File: src/rtl/requantize_stage.sv
// rtl/requantize_stage.sv - two-stage accumulator requantizer (scale, round, zero point, saturate)
module requantize_stage #(
  parameter int DATA_WIDTH  = 32,
  parameter int SCALE_WIDTH = 16,
  parameter int SHIFT_WIDTH = 5,
  parameter int CNT_WIDTH   = 16
) (
  input  logic                   clk,
  input  logic                   rst_n,
  input  logic                   cfg_load,
  input  logic [SCALE_WIDTH-1:0] cfg_scale,
  input  logic [SHIFT_WIDTH-1:0] cfg_shift,
  input  logic [7:0]             cfg_zero_point,
  output logic                   cfg_busy,
  input  logic                   in_valid,
  output logic                   in_ready,
  input  logic [DATA_WIDTH-1:0]  in_value,
  input  logic                   in_last,
  output logic                   out_valid,
  input  logic                   out_ready,
  output logic [7:0]             out_value,
  output logic                   out_last,
  output logic [CNT_WIDTH-1:0]   sat_count,
  input  logic                   sat_clear
);

  localparam int PW = DATA_WIDTH + SCALE_WIDTH;
  localparam int QW = PW + 1;

  logic [SCALE_WIDTH-1:0] scale_r;
  logic [SHIFT_WIDTH-1:0] shift_r;
  logic [7:0]             zp_r;

  logic          s1_valid;
  logic          s1_last;
  logic [PW-1:0] s1_prod;
  logic          s2_sat;

  logic          s2_adv;
  logic          s1_adv;
  logic          cfg_accept;
  logic          in_fire;
  logic          out_fire;
  logic [PW-1:0] prod_next;
  logic [QW-1:0] rnd;
  logic [QW-1:0] q;
  logic [QW-1:0] sum;
  logic          sat_next;

  // out_valid doubles as the stage-2 valid flag.
  assign s2_adv     = !out_valid | out_ready;
  assign s1_adv     = !s1_valid | s2_adv;
  assign cfg_busy   = s1_valid | out_valid;
  assign cfg_accept = cfg_load & !cfg_busy;
  assign in_ready   = s1_adv & !cfg_accept;
  assign in_fire    = in_valid & in_ready;
  assign out_fire   = out_valid & out_ready;

  always_comb begin
    prod_next = {{SCALE_WIDTH{1'b0}}, in_value} * {{DATA_WIDTH{1'b0}}, scale_r};
    rnd = '0;
    if (shift_r != '0) rnd = QW'(1) << (shift_r - SHIFT_WIDTH'(1));
    q        = ({1'b0, s1_prod} + rnd) >> shift_r;
    sum      = q + QW'(zp_r);
    sat_next = |sum[QW-1:8];
  end

  always_ff @(posedge clk or negedge rst_n) begin
    if (!rst_n) begin
      scale_r <= SCALE_WIDTH'(1);
      shift_r <= '0;
      zp_r    <= '0;
    end else if (cfg_accept) begin
      scale_r <= cfg_scale;
      shift_r <= cfg_shift;
      zp_r    <= cfg_zero_point;
    end
  end

  always_ff @(posedge clk or negedge rst_n) begin
    if (!rst_n) begin
      s1_valid <= 1'b0;
      s1_last  <= 1'b0;
      s1_prod  <= '0;
    end else if (s1_adv) begin
      s1_valid <= in_fire;
      if (in_fire) begin
        s1_prod <= prod_next;
        s1_last <= in_last;
      end
    end
  end

  // Stage 2 refills whenever it is empty, so bubbles collapse under output stall.
  always_ff @(posedge clk or negedge rst_n) begin
    if (!rst_n) begin
      out_valid <= 1'b0;
      out_value <= '0;
      out_last  <= 1'b0;
      s2_sat    <= 1'b0;
    end else if (s2_adv) begin
      out_valid <= s1_valid;
      if (s1_valid) begin
        out_value <= sat_next ? 8'hff : sum[7:0];
        out_last  <= s1_last;
        s2_sat    <= sat_next;
      end
    end
  end

  always_ff @(posedge clk or negedge rst_n) begin
    if (!rst_n) begin
      sat_count <= '0;
    end else if (sat_clear) begin
      sat_count <= '0;
    end else if (out_fire && s2_sat && (sat_count != '1)) begin
      sat_count <= sat_count + CNT_WIDTH'(1);
    end
  end

endmodule
File: config.mk
export PLATFORM = sky130hd
export DESIGN_NAME = requantize_stage
export DESIGN_NICKNAME = d
export VERILOG_FILES = /design/src/rtl/requantize_stage.sv
export SDC_FILE = /design/constraint.sdc
export NUM_CORES = 2
export LEC_CHECK = 0
export ABC_AREA = 1
export CAP_MARGIN = 20
export CELL_PAD_IN_SITES_DETAIL_PLACEMENT = 0
export CELL_PAD_IN_SITES_GLOBAL_PLACEMENT = 1
export CORE_MARGIN = 2
export CORE_UTILIZATION = 43
export DETAILED_ROUTE_END_ITERATION = 6
export GPL_ROUTABILITY_DRIVEN = 0
export PLACE_DENSITY = 0.87
export SLEW_MARGIN = 25
export SYNTH_ARGS = -nofsm -noshare
export SYNTH_HDL_FRONTEND = slang
export SYNTH_SLANG_ARGS = --single-unit
File: constraint.sdc
create_clock -name clk -period 6.1 [get_ports clk]
set_clock_uncertainty 0.2 [all_clocks]
set_input_delay 1.22 -clock clk [delete_from_list [all_inputs] [get_ports clk]]
set_output_delay 1.22 -clock clk [all_outputs]
set_load 0.01 [all_outputs]
==> impl_metrics.yaml <==
finish:
  antenna_cells: 0
  nNetsFinal: 5672
  drive_gt1_share_pct: 28.4
  final-instance-count-excl-fill: 5959
  seqCellArea_um2: 2660
  area_delta_synth_final_pct: 31.3
  final_common_cell: "nand2_1"
  layout_common_cells: "1231 x nand2_1, 789 x inv_1, 671 x buf_4"
  multiInputGateArea_um2: 25000
  fillerInstances: 6374
  utilization_pct: 57.0
job:
  maxCapViolCount: 0
worst_setup_path:
  arrival_ps: 6850
  crit_path_start_kind: "input pin"
  setup.worst_path.end_class: "register"
  path_class: "input pin to register"
  path_delay_family: "adder cells"
  worst-path-max-fanout: 5
  crit_top_cell: "nand2_2"
  cpMaxStageDelayCell: "fa_1"
  cp_data_required_time_ps: 6140
  crit_buf_inv: 8
  slowest_delay_ps: 550
outcome:
  status: "complete, but fails checks"
  violations: "setup timing"
timing:
  maxSlewViolCount: 0
  fin_crit_ps: 6810
  min_period_over_period_pct: 112
  finalHoldViolCount: 0
  fmax_ghz: 0.147
  slew_headroom_pct: 40.4
  tightest_slew_ps: 894
  setup_ws_ps: -710
  finalSetupViolations: 38
  grt_setup_unrepaired: "yes"
logic_synthesis:
  synth_async_sr_flop_share_pct: 100
  ys_seq_elements: 106
  synth_area_per_cell_um2: 6.76
  synth_edf_count: 0
  syn_area_um2: 29800
  yosysSeqAreaShare_pct: 8.91
  postSynthCellCount: 4407
  ys_types: 60
  synth_nets: 5056
  yosys_warnings: 0
  synth_flop_cell: "dfrtp_1"
clock_tree:
  cts.sinks: 106
  cts_tree: "done"
  clock_tree.buffer_depth: 2
  cts_hold_buf: 0
  htree_levels: 3
  clkTransAtPathRegs_ps: 70
  cts-root-buf: "clkbuf_16"
  clkLatencyLatePin_ps: 400
  numCtsBuffers: 9
floorplan:
  start_util_pct: 43.4
  die_h_um: 267
  die_x_um: 267
  core_area_um2: 68600
  io_pins: 96
  die_area_um2: 71400
  rows: 96
global_routing:
  grt_pass1_wl_mm: 155
  antenna_found_initial: 0
  first_global_vias: 30600
  grt-ovfl-total: 0
  grt_usage_pct: 27.1
  grt_max_degree: 89
routing:
  finalWirelength_mm: 95.6
  vias_per_cell: 5.02
  route.detailed.drc: 0
  vias: 29900
  dr.pass1.iters: 5
  drt_iter0_drc: 2041
  wl_per_cell_um: 16.0
  ant_nets: 0
place:
  io_buffers: 95
  hpwl_mm: 78.8
  pre_cts_slack_ps: -1670
  dp_cells: 5836
hold_path:
  hp-class: "register to register"
-- state kept, by name, summed over array words and instances, names as in the netlist --
signal / flops
sat_count: 16
scale_r: 16
out_value: 8
s2_sat: 1
out_valid: 1
out_last: 1
shift_r: 5
s1_valid: 1
s1_prod: 48
zp_r: 8
s1_last: 1
-- worst paths after layout --
| kind | slack [ps] | startpoint | to | cells after the start |
|---|---|---|---|---|
| min in group asynchronous | 720 | rst_n | sat_count[4]$_DFFE_PN0P_ | 1 |
| worst min register to register | 300 | s1_prod[26]$_DFFE_PN0P_ | s1_prod[26]$_DFFE_PN0P_ | 2 |
| worst min-delay path | 300 | s1_prod[26]$_DFFE_PN0P_ | s1_prod[26]$_DFFE_PN0P_ | 2 |
| max in group asynchronous | 3770 | rst_n | s1_prod[43]$_DFFE_PN0P_ | 2 |
| worst max register to register | -520 | shift_r[1]$_DFFE_PN0P_ | out_value[7]$_DFFE_PN0P_ | 47 |
| worst max-delay path | -710 | in_value[6] | s1_prod[43]$_DFFE_PN0P_ | 35 |
-- per-layer routing --
metal  routed length, µm  share of wire (%)  track usage [%]  vias up
met3                4490                4.7             2.33      168
met4                3710                3.9             10.0        0
met2               47000                 49             47.4      804
met1               40400                 42             34.9    14400
met5                   0                  0                0        -
li1                    -                  -                -    14500
-- Yosys cell counts, types with 3 or more instances --
| cell type | number | share of area, % |
|---|---|---|
| a211oi_1 | 4 | 0.10 |
| a21o_1 | 3 | 0.076 |
| a21oi_1 | 106 | 1.8 |
| a21oi_2 | 3 | 0.088 |
| a31oi_1 | 13 | 0.27 |
| buf_1 | 8 | 0.10 |
| buf_2 | 29 | 0.49 |
| buf_4 | 11 | 0.28 |
| buf_6 | 3 | 0.11 |
| clkbuf_1 | 160 | 2.0 |
| clkinv_1 | 9 | 0.11 |
| dfrtp_1 | 105 | 8.8 |
| fa_1 | 420 | 28 |
| ha_1 | 161 | 6.8 |
| inv_1 | 831 | 10 |
| inv_2 | 41 | 0.52 |
| mux2_2 | 23 | 0.87 |
| nand2_1 | 1368 | 17 |
| nand2_2 | 72 | 1.5 |
| nand2_4 | 9 | 0.34 |
| nand3_1 | 415 | 7.0 |
| nand3_2 | 46 | 1.5 |
| nand3b_1 | 6 | 0.15 |
| nand4_1 | 36 | 0.76 |
| nor2_1 | 206 | 2.6 |
| nor2_2 | 35 | 0.74 |
| nor2_4 | 21 | 0.79 |
| nor2_8 | 3 | 0.20 |
| nor3_1 | 19 | 0.32 |
| nor3_2 | 3 | 0.10 |
| o211ai_1 | 3 | 0.076 |
| o21a_1 | 7 | 0.18 |
| o21ai_0 | 106 | 1.8 |
| o21ai_1 | 11 | 0.18 |
| o21ai_2 | 3 | 0.088 |
| o21bai_1 | 5 | 0.13 |
| o221ai_1 | 3 | 0.088 |
| xnor2_1 | 40 | 1.2 |
| xor2_1 | 32 | 0.94 |
-- cell type report --
cell class / instances / share of cell area [%]
sequential: 106 / 6.81
multi-input combinational: 3206 / 63.8
clock buffer: 11 / 0.647
inverter: 882 / 8.51
clock inverter: 5 / 0.118
tap: 931 / 2.98
timing repair buffer: 818 / 17.1
-- logic make-up after synthesis --
group           share of synthesized area (%)
compound gates                           5.07
xor+xnor                                 2.23
fa+ha+maj                                35.0
buf+inv                                  14.2
flops                                    8.91
mux                                     0.903
other cells                            0.0126
simple gates                             33.7
-- stage by stage --
step / hold slack (ps) / setup TNS (ps) / area, µm²
floorplan: 255 / -13790 / 30400
global placement: 275 / -49260 / 36100
detailed placement: 285 / -53530 / 36100
CTS: 303 / -14600 / 38200
global route: 313 / -27160 / 39100
finish: 303 / -17140 / 39100
-- worst min-delay path: cells and delay by family, from the launching register on --
| kind | cells | cell delay (ps) |
|---|---|---|
| AND/OR/NAND/NOR | 1 | 50 |
| AO/OA/AOI/OAI | 1 | 60 |
| flip-flops | 1 | 350 |
-- what timing repair did --
action / in CTS / in global routing
setup buffers: 91 / 22
pin swaps: 188 / 108
endpoints found under the setup margin: 43 / 41
gates resized for setup: 352 / 193
gates cloned: 1 / 0
Power is left out: the tool's default activity adds up to more than one toggle a clock period on the data nets, which glitch-free logic cannot reach.
